--- src/rtl/sr2cb_phy_tx_pre_if.sv ---
// sr2cb_phy_tx_pre_if: byte-stream handshake from the TX path and byte interface towards the PHY
interface sr2cb_phy_tx_pre_if;
   logic [7:0] rx_d;
   logic       rx_dv;
   logic       rx_dr;
   logic [7:0] tx_d;
   logic       tx_dv;
   logic       tx_sof;
   logic       tx_eof;
   modport master (output rx_d, rx_dv, input rx_dr, tx_d, tx_dv, tx_sof, tx_eof);
   modport slave  (input rx_d, rx_dv, output rx_dr, tx_d, tx_dv, tx_sof, tx_eof);
endinterface

--- src/rtl/sr2cb_phy_tx_pre.sv ---
// sr2cb_phy_tx_pre: prepends preamble/SFD to a byte stream through a delay line and enforces an inter-packet gap
module sr2cb_phy_tx_pre #(
   parameter int         PREAMBLE_BYTES = 7,
   parameter logic [7:0] PREAMBLE_BYTE  = 8'h55,
   parameter logic [7:0] SFD_BYTE       = 8'hD5,
   parameter int         IPG_MIN        = 5,
   parameter int         IPG_WIDTH      = 4
) (
   input  logic                 clk,
   input  logic                 rst_n,
   input  logic [IPG_WIDTH-1:0] ipg_bytes,
   sr2cb_phy_tx_pre_if.slave    bus,
   output logic                 rx_drop,
   output logic [15:0]          frame_cnt
);
   localparam int D  = PREAMBLE_BYTES + 1;
   localparam int PW = $clog2(D);
   localparam int CW = (IPG_WIDTH > $clog2(IPG_MIN + 1)) ? IPG_WIDTH : $clog2(IPG_MIN + 1);
   typedef enum logic [1:0] {IDLE, PRE, DATA, IPG} state_t;
   state_t        state, state_nx;
   logic [PW-1:0] pre_cnt, pre_cnt_nx;
   logic [CW-1:0] ipg_cnt, ipg_cnt_nx, ipg_eff, ipg_eff_nx;
   logic [7:0]    tx_d_nx;
   logic          tx_dv_nx, sof_nx, eof_nx, dr_nx, done, acc;
   logic [7:0]    dl_d [D];
   logic [D-1:0]  dl_v;
   assign acc = bus.rx_dv && bus.rx_dr;
   // next state and next registered outputs; the tail of the delay line feeds tx once the SFD is out
   always_comb begin
      state_nx   = state;
      pre_cnt_nx = pre_cnt;
      ipg_cnt_nx = ipg_cnt;
      ipg_eff_nx = ipg_eff;
      tx_d_nx    = 8'h00;
      tx_dv_nx   = 1'b0;
      sof_nx     = 1'b0;
      eof_nx     = 1'b0;
      dr_nx      = bus.rx_dr;
      done       = 1'b0;
      case (state)
         IDLE: begin
            dr_nx = 1'b1;
            if (acc) begin
               state_nx   = PRE;
               pre_cnt_nx = '0;
               ipg_eff_nx = (CW'(ipg_bytes) < CW'(IPG_MIN)) ? CW'(IPG_MIN) : CW'(ipg_bytes);
               tx_d_nx    = PREAMBLE_BYTE;
               tx_dv_nx   = 1'b1;
               sof_nx     = 1'b1;
            end
         end
         PRE, DATA: begin
            if (!bus.rx_dv) dr_nx = 1'b0;
            if (state == PRE && pre_cnt != PW'(PREAMBLE_BYTES)) begin
               pre_cnt_nx = pre_cnt + 1'b1;
               tx_dv_nx   = 1'b1;
               tx_d_nx    = (pre_cnt == PW'(PREAMBLE_BYTES - 1)) ? SFD_BYTE : PREAMBLE_BYTE;
            end else if (dl_v[D-1]) begin
               state_nx = DATA;
               tx_dv_nx = 1'b1;
               tx_d_nx  = dl_d[D-1];
               eof_nx   = !dl_v[D-2];
            end else begin
               state_nx   = IPG;
               ipg_cnt_nx = ipg_eff;
               done       = 1'b1;
            end
         end
         IPG: begin
            dr_nx      = 1'b0;
            ipg_cnt_nx = ipg_cnt - 1'b1;
            if (ipg_cnt == CW'(1)) begin
               state_nx = IDLE;
               dr_nx    = 1'b1;
            end
         end
      endcase
   end
   // state, counters and registered PHY-side outputs
   always_ff @(posedge clk or negedge rst_n) begin
      if (!rst_n) begin
         state      <= IDLE;
         pre_cnt    <= '0;
         ipg_cnt    <= '0;
         ipg_eff    <= '0;
         bus.tx_d   <= 8'h00;
         bus.tx_dv  <= 1'b0;
         bus.tx_sof <= 1'b0;
         bus.tx_eof <= 1'b0;
         bus.rx_dr  <= 1'b0;
         rx_drop    <= 1'b0;
         frame_cnt  <= '0;
      end else begin
         state      <= state_nx;
         pre_cnt    <= pre_cnt_nx;
         ipg_cnt    <= ipg_cnt_nx;
         ipg_eff    <= ipg_eff_nx;
         bus.tx_d   <= tx_d_nx;
         bus.tx_dv  <= tx_dv_nx;
         bus.tx_sof <= sof_nx;
         bus.tx_eof <= eof_nx;
         bus.rx_dr  <= dr_nx;
         rx_drop    <= bus.rx_dv && !bus.rx_dr;
         if (done) frame_cnt <= frame_cnt + 16'd1;
      end
   end
   // delay line: an accepted byte enters with valid=1, everything else enters as an empty slot
   always_ff @(posedge clk or negedge rst_n) begin
      if (!rst_n) begin
         dl_v <= '0;
         for (int i = 0; i < D; i++) dl_d[i] <= 8'h00;
      end else if (acc || state == PRE || state == DATA) begin
         dl_v    <= {dl_v[D-2:0], acc};
         dl_d[0] <= acc ? bus.rx_d : 8'h00;
         for (int i = 1; i < D; i++) dl_d[i] <= dl_d[i-1];
      end
   end
endmodule

--- src/flat_wrapper.sv ---
// flat-port wrapper written by rule: the top's interface ports become plain ports
module sr2cb_phy_tx_pre_flat 
#(
   parameter int         PREAMBLE_BYTES = 7,
   parameter logic [7:0] PREAMBLE_BYTE  = 8'h55,
   parameter logic [7:0] SFD_BYTE       = 8'hD5,
   parameter int         IPG_MIN        = 5,
   parameter int         IPG_WIDTH      = 4
)
  (clk, rst_n, ipg_bytes, rx_drop, frame_cnt, bus_rx_d, bus_rx_dv, bus_rx_dr, bus_tx_d, bus_tx_dv, bus_tx_sof, bus_tx_eof);
  sr2cb_phy_tx_pre_if bus_i ();
  input  logic clk;
  input  logic rst_n;
  input  logic [IPG_WIDTH-1:0] ipg_bytes;
  output logic rx_drop;
  output logic [15:0] frame_cnt;
  input wire logic [$bits(bus_i.rx_d)-1:0] bus_rx_d;
  input wire logic [$bits(bus_i.rx_dv)-1:0] bus_rx_dv;
  output wire logic [$bits(bus_i.rx_dr)-1:0] bus_rx_dr;
  output wire logic [$bits(bus_i.tx_d)-1:0] bus_tx_d;
  output wire logic [$bits(bus_i.tx_dv)-1:0] bus_tx_dv;
  output wire logic [$bits(bus_i.tx_sof)-1:0] bus_tx_sof;
  output wire logic [$bits(bus_i.tx_eof)-1:0] bus_tx_eof;
  assign bus_i.rx_d = bus_rx_d;
  assign bus_i.rx_dv = bus_rx_dv;
  assign bus_rx_dr = bus_i.rx_dr;
  assign bus_tx_d = bus_i.tx_d;
  assign bus_tx_dv = bus_i.tx_dv;
  assign bus_tx_sof = bus_i.tx_sof;
  assign bus_tx_eof = bus_i.tx_eof;
  sr2cb_phy_tx_pre #(.PREAMBLE_BYTES(PREAMBLE_BYTES), .PREAMBLE_BYTE(PREAMBLE_BYTE), .SFD_BYTE(SFD_BYTE), .IPG_MIN(IPG_MIN), .IPG_WIDTH(IPG_WIDTH)) u_core (.clk(clk), .rst_n(rst_n), .ipg_bytes(ipg_bytes), .bus(bus_i), .rx_drop(rx_drop), .frame_cnt(frame_cnt));
endmodule
--- config.mk ---
export PLATFORM = sky130hd
export DESIGN_NAME = sr2cb_phy_tx_pre_flat
export DESIGN_NICKNAME = d
export VERILOG_FILES = /design/src/rtl/sr2cb_phy_tx_pre_if.sv /design/src/rtl/sr2cb_phy_tx_pre.sv /design/src/flat_wrapper.sv
export SDC_FILE = /design/constraint.sdc
export NUM_CORES = 1
export LEC_CHECK = 0
export ABC_CLOCK_PERIOD_IN_PS = 2100
export CORE_AREA = 2 2 158 129
export CTS_BUF_LIST = sky130_fd_sc_hd__clkbuf_8
export DETAILED_ROUTE_END_ITERATION = 8
export DIE_AREA = 0 0 160 131
export DONT_BUFFER_PORTS = 1
export SLEW_MARGIN = 20
export SYNTH_ARGS = -nofsm -noshare
export SYNTH_HDL_FRONTEND = slang
export SYNTH_SLANG_ARGS = --single-unit
--- constraint.sdc ---
create_clock -name clk -period 2.1 [get_ports clk]
set_input_delay 0.21 -clock clk [delete_from_list [all_inputs] [get_ports clk]]
set_output_delay 0.21 -clock clk [all_outputs]
set_load 0.02 [all_outputs]
# Word-level counts from Yosys, hierarchy flattened
# Cells that the tools add are included.
[classes]
magnitude_cmp = 1
mux = 32
shifts = 0
n_mul = 0
bitwise_logic = 0
addsub = 3
n_reduce_logical = 15
div = 0
n_eq_ne = 12
[op_table]
columns = ["operator", "n"]
rows = [
  ["$mux 8", 4],
  ["$add 16x1->16 const B", 1],
  ["$pmux 8 s2", 1],
  ["$mux 1", 13],
  ["$mux 4", 3],
  ["$reduce_and 3->1", 3],
  ["$pmux 4 s2", 1],
  ["$mux 7", 1],
  ["$mux 2", 3],
  ["$mux 3", 2],
  ["$ne 2x1->1 const B", 3],
  ["$ne 2x2->1 const B", 3],
  ["$pmux 2 s3", 1],
  ["$pmux 3 s2", 1],
  ["$eq 2x2->1 const B", 2],
  ["$eq 4x1->1 const B", 1],
  ["$lt 4x3->1 const B", 1],
  ["$reduce_bool 2->1", 2],
  ["$sub 4x1->4 const B", 1],
  ["$add 3x1->3 const B", 1],
  ["$eq 3x3->1 const B", 1],
  ["$logic_and 1x1->1", 3],
  ["$ne 3x3->1 const B", 1],
  ["$pmux 1 s3", 1],
  ["other kinds (7)", 9],
]
[totals]
romBits = 0
out_inout_bits = 29
ff_bits = 114
wordCells = 83
in_bits = 15
ramBits = 0
n_memories = 0
latch_bits = 0

# Depth between registers and ports, before layout
[logic_depth]
ltp_word = 4
mapped_depth = 8
mapped_depth_nobuf = 6

# Worst setup path after synthesis
# OpenSTA, ideal clock, no wires.
[synth_path]
path_kind = "flip-flop to flip-flop"
from = "register u_core.state[0]"
to = "register u_core.frame_cnt[6]"
period_less_slack_ns = 1.737
n_path_buf = 2
setup_ns = 0.132
required_time_ns = 1.968
stages_incl_launch_ff = 9
t_arrival_ns = 1.606
setup_slack_ns = 0.363
path_cell_list = "dfrtp_1 -> inv_1 -> ha_1 -> buf_4 -> nor2b_4 -> and2_1 -> buf_4 -> and4_1 -> xor2_1"
[synth_via]
elab_chain_len = 4
word_cells_on_any_way = 6
classes_between = "eq/ne (2); mux (2); reduce/logical (2)"
[synth_lines]
columns = ["element", "line", "source"]
rows = [
  ["from (decl)", "sr2cb_phy_tx_pre.sv:20", "state_t state, state_nx;"],
  ["from (signal assigned)", "sr2cb_phy_tx_pre.sv:94", "state <= state_nx;"],
  ["$eq 2x1->1", "sr2cb_phy_tx_pre.sv:40, sr2cb_phy_tx_pre.sv:54", ""],
  ["$logic_and 1x1->1", "sr2cb_phy_tx_pre.sv:54", "if (state == PRE && pre_cnt != PW'(PREAMBLE_BYTES)) begin"],
  ["$mux 1", "sr2cb_phy_tx_pre.sv:54", ""],
  ["$mux 1 (*)", "sr2cb_phy_tx_pre.sv:40", "case (state)"],
  ["to (signal assigned)", "sr2cb_phy_tx_pre.sv:104", "if (done) frame_cnt <= frame_cnt + 16'd1;"],
  ["to (decl)", "sr2cb_phy_tx_pre.sv:14", "output logic [15:0] frame_cnt"],
]
# Mark *: on every way between the ends. The rest lies on a longest branch, timed or not.
# A chain may end at the register's enable or synchronous reset.

# Worst setup path in the final report
[layout_path]
from = "register u_core.state[1]"
to = "register u_core.ipg_cnt[3]"
[layout_via]
elab_chain_len = 4
word_cells_on_any_way = 10
classes_between = "eq/ne (5); mux (1); reduce/logical (4)"
[layout_lines]
columns = ["element", "line", "source"]
rows = [
  ["$eq 2x2->1 or $eq 2x1->1 (tied branches)", "sr2cb_phy_tx_pre.sv:40, sr2cb_phy_tx_pre.sv:54", ""],
  ["$reduce_or 2->1 or $logic_and 1x1->1 (tied branches)", "sr2cb_phy_tx_pre.sv:40, sr2cb_phy_tx_pre.sv:54", ""],
  ["$ne 2x2->1 (no line) or $reduce_bool 2->1 (tied branches)", "--", ""],
  ["$reduce_and 3->1 (no line)", "--", ""],
  ["to (signal assigned)", "sr2cb_phy_tx_pre.sv:96", "ipg_cnt <= ipg_cnt_nx;"],
  ["to (decl)", "sr2cb_phy_tx_pre.sv:22", "logic [CW-1:0] ipg_cnt, ipg_cnt_nx, ipg_eff, ipg_eff_nx;"],
]
# Several ways; a longest one is shown, not always the timed one.

==> results.toml <==
[final_layout]
layout_common_cells = "dfrtp_1, mux2_2, nand2_1, clkbuf_8, o21ai_0"
nets = 406
layout-drive-gt1-share = 0.282
fin_area_um2 = 5580
num_antenna_cells = 0
final_common_cell = "dfrtp_1"
syn2layout_area_growth_pct = 17.5

[die]
dieArea_um2 = 21000
core_um2 = 19500
die_h_um = 131
io_pins = 44
rows = 46
start_util = 0.244
die_w_um = 160

[global_route]
grt_pass1_vias = 2807
grt_max_degree = 115
grtUsageMet3 = 0.0347
antenna_found_initial = 0
use_met2 = 0.131
grt_pass1_wl_um = 14200
grt.busiest_layer = "met2"
grt_usage = 0.0875
grt_use_met1 = 0.110
grt-ovfl-total = 0

[critical_path]
worstReg2RegStart = "u_core.state[1]"
r2r_setup_slack_ns = 0.16
endpoint_kind = "register"
rr_endpoint = "u_core.ipg_cnt[3]"
path_max_fanout = 8
cp.arrival_ns = 2.22
path_class = "register to register"
cp-start-kind = "register"
required_ns = 2.38
rr_worst_depth = 6

[route]
route.detailed.drc = 0
via_per_inst = 4.16
first_iter_violations = 155
wl_per_cell_um = 12.8
ant_nets = 0
drt-total-wl_um = 8420
drtPass1Iterations = 4
via_count = 2730

[synth]
synthDistinctLibCells = 42
syn_inst = 354
ys_seq_area_frac = 0.600
async_flop_share = 1.00
syn-cell-area_um2 = 4750
ys_ff_latch = 114
yosys_warnings = 0
syn-num-nets = 380
syn_area_per_cell_um2 = 13.4
synth_edf_count = 0
synth_ff_type = "dfrtp_1"

[sta]
period_share = 0.922
fin_skew_ns = 0.00821
setup_tns_ns = 0
min_period_ns = 1.94
fmax_ghz = 0.517
rsz0062_at_grt = "no"
whs_ns = -0.527
slew_headroom = 0.697
finalHoldViolations = 114
slew_violations = 0
setup_viol = 0
tightest_slew_ns = 0.453

[placement]
dp_hpwl_um = 5610
gp_congestion = 0.764
port_buffers = 0
place_area_um2 = 5050

[cts]
hold_buffers = 14
clock-root-buffer = "clkbuf_8"
cts-htree-levels = 4
cts_tree = "done"
cts.sink_count = 114
numCtsBuffers = 17
clk_pin_slew_worst_paths_ns = 0.08
insertion_delay_ns = 0.43
clk_path_buf_depth = 2

[run_status]
violations = "hold timing"
status = "complete, but fails checks"

[power_and_ir_drop]
p_leak_nw = 2.61
fin_total_pwr_mw = 8.28
power.density_nw_per_um2 = 1480
max-vdd-ir-drop_mv = 0.720

[flow_run]
maxCapViolations = 0

[min_path]
hp-class = "input port to asynchronous set/reset pin"
Yosys cell counts (2+ instances only):
cell type,count,area (um^2)
clkbuf_1,4,15.0
a221oi_2,2,30.0
a21oi_1,9,45.0
mux2_2,59,664
nand4_1,5,31.3
nand2_1,26,97.6
xor2_1,8,70.1
mux2_1,5,56.3
inv_1,15,56.3
mux2i_1,3,30.0
buf_6,6,67.6
buf_4,3,22.5
dfrtp_1,114,2850
nand2b_1,2,12.5
nor3_1,4,20.0
ha_1,11,138
and3_1,3,18.8
a22o_1,9,78.8
nand3_1,6,30.0
nor2_1,9,33.8
o21ai_0,16,80.1
and2_1,5,31.3
xnor2_1,7,61.3
buf_2,3,15.0
and4_1,2,17.5
nor3b_1,2,15.0
cells by family (layout without fill, tap and decap cells):
family                     Yosys count  count (layout)  synth area share
AOI/OAI and AO/OA                   41              41            0.0572
muxes                               67              67             0.158
and+or+nand+nor                     75              75            0.0906
buffers and inverters               31              70            0.0371
adders and majority gates           11              11            0.0290
xor gates and xnor gates            15              15            0.0277
DFF                                114             114             0.600
state kept, by name, summed over array words and instances, names as in the netlist:
signal             cells
u_core.bus.tx_eof      1
u_core.bus.rx_dr       1
u_core.rx_drop         1
u_core.bus.tx_dv       1
u_core.dl_d           64
u_core.pre_cnt         3
u_core.ipg_cnt         4
u_core.state           2
u_core.dl_v            8
u_core.bus.tx_d        8
u_core.ipg_eff         4
u_core.bus.tx_sof      1
u_core.frame_cnt      16
worst max-delay path, cell delays in order, from the launching register on:
cell and delay, ns:
dfrtp_1 0.41, inv_1 0.09, ha_2 0.43, nand2_1 0.18
o211ai_1 0.30, mux2i_1 0.25, o311ai_0 0.15
metal layers:
metal / wire, um / share of wire
met1: 3980 / 0.47
met2: 3810 / 0.45
met3: 473 / 0.056
met4: 155 / 0.018
met5: 0 / 0
cell type report:
| type | instances | area (um^2) |
|---|---|---|
| inverters | 15 | 56.3 |
| multi-input cells | 209 | 1730 |
| repair buffers | 23 | 233 |
| clock buffers | 17 | 234 |
| fillers | 2007 | 13900 |
| well taps | 264 | 330 |
| clock inverters | 15 | 150 |
| flip-flops and latches | 114 | 2850 |
power by group:
group / total [mW] / leakage, nW / internal (mW) / switching (mW)
Sequential: 3.44 / 1.49 / 2.91 / 0.534
Clock: 1.97 / 0.194 / 0.970 / 1.00
Combinational: 2.86 / 0.927 / 1.49 / 1.38
worst max path at each step:
stage / startpoint / end / slack, ns / cells past startpoint
global placement: u_core.state[0] / u_core.frame_cnt[15] / 0.23 / 6
CTS: u_core.state[0] / u_core.ipg_cnt[3] / 0.12 / 6
finish: u_core.state[1] / u_core.ipg_cnt[3] / 0.16 / 6
detailed placement: u_core.pre_cnt[1] / u_core.ipg_cnt[3] / 0.13 / 6
floorplan: u_core.state[0] / u_core.frame_cnt[6] / 0.36 / 8
global route: u_core.state[0] / u_core.ipg_cnt[3] / 0.006 / 6
through the flow:
step	worst slack (ns)	instances	util
global placement	0.233	610	0.259
detailed placement	0.128	610	0.259
finish	0.164	657	0.287
CTS	0.116	656	0.286
floorplan	0.363	354	-
global route	0.00581	657	0.287
timing repair:
action	in CTS	in global routing
hold endpoints to repair	127	114
endpoints found under the setup margin	0	5
setup buffers	0	1
gates resized for setup	0	2
Note: power is estimated with default switching activity, not from simulation.
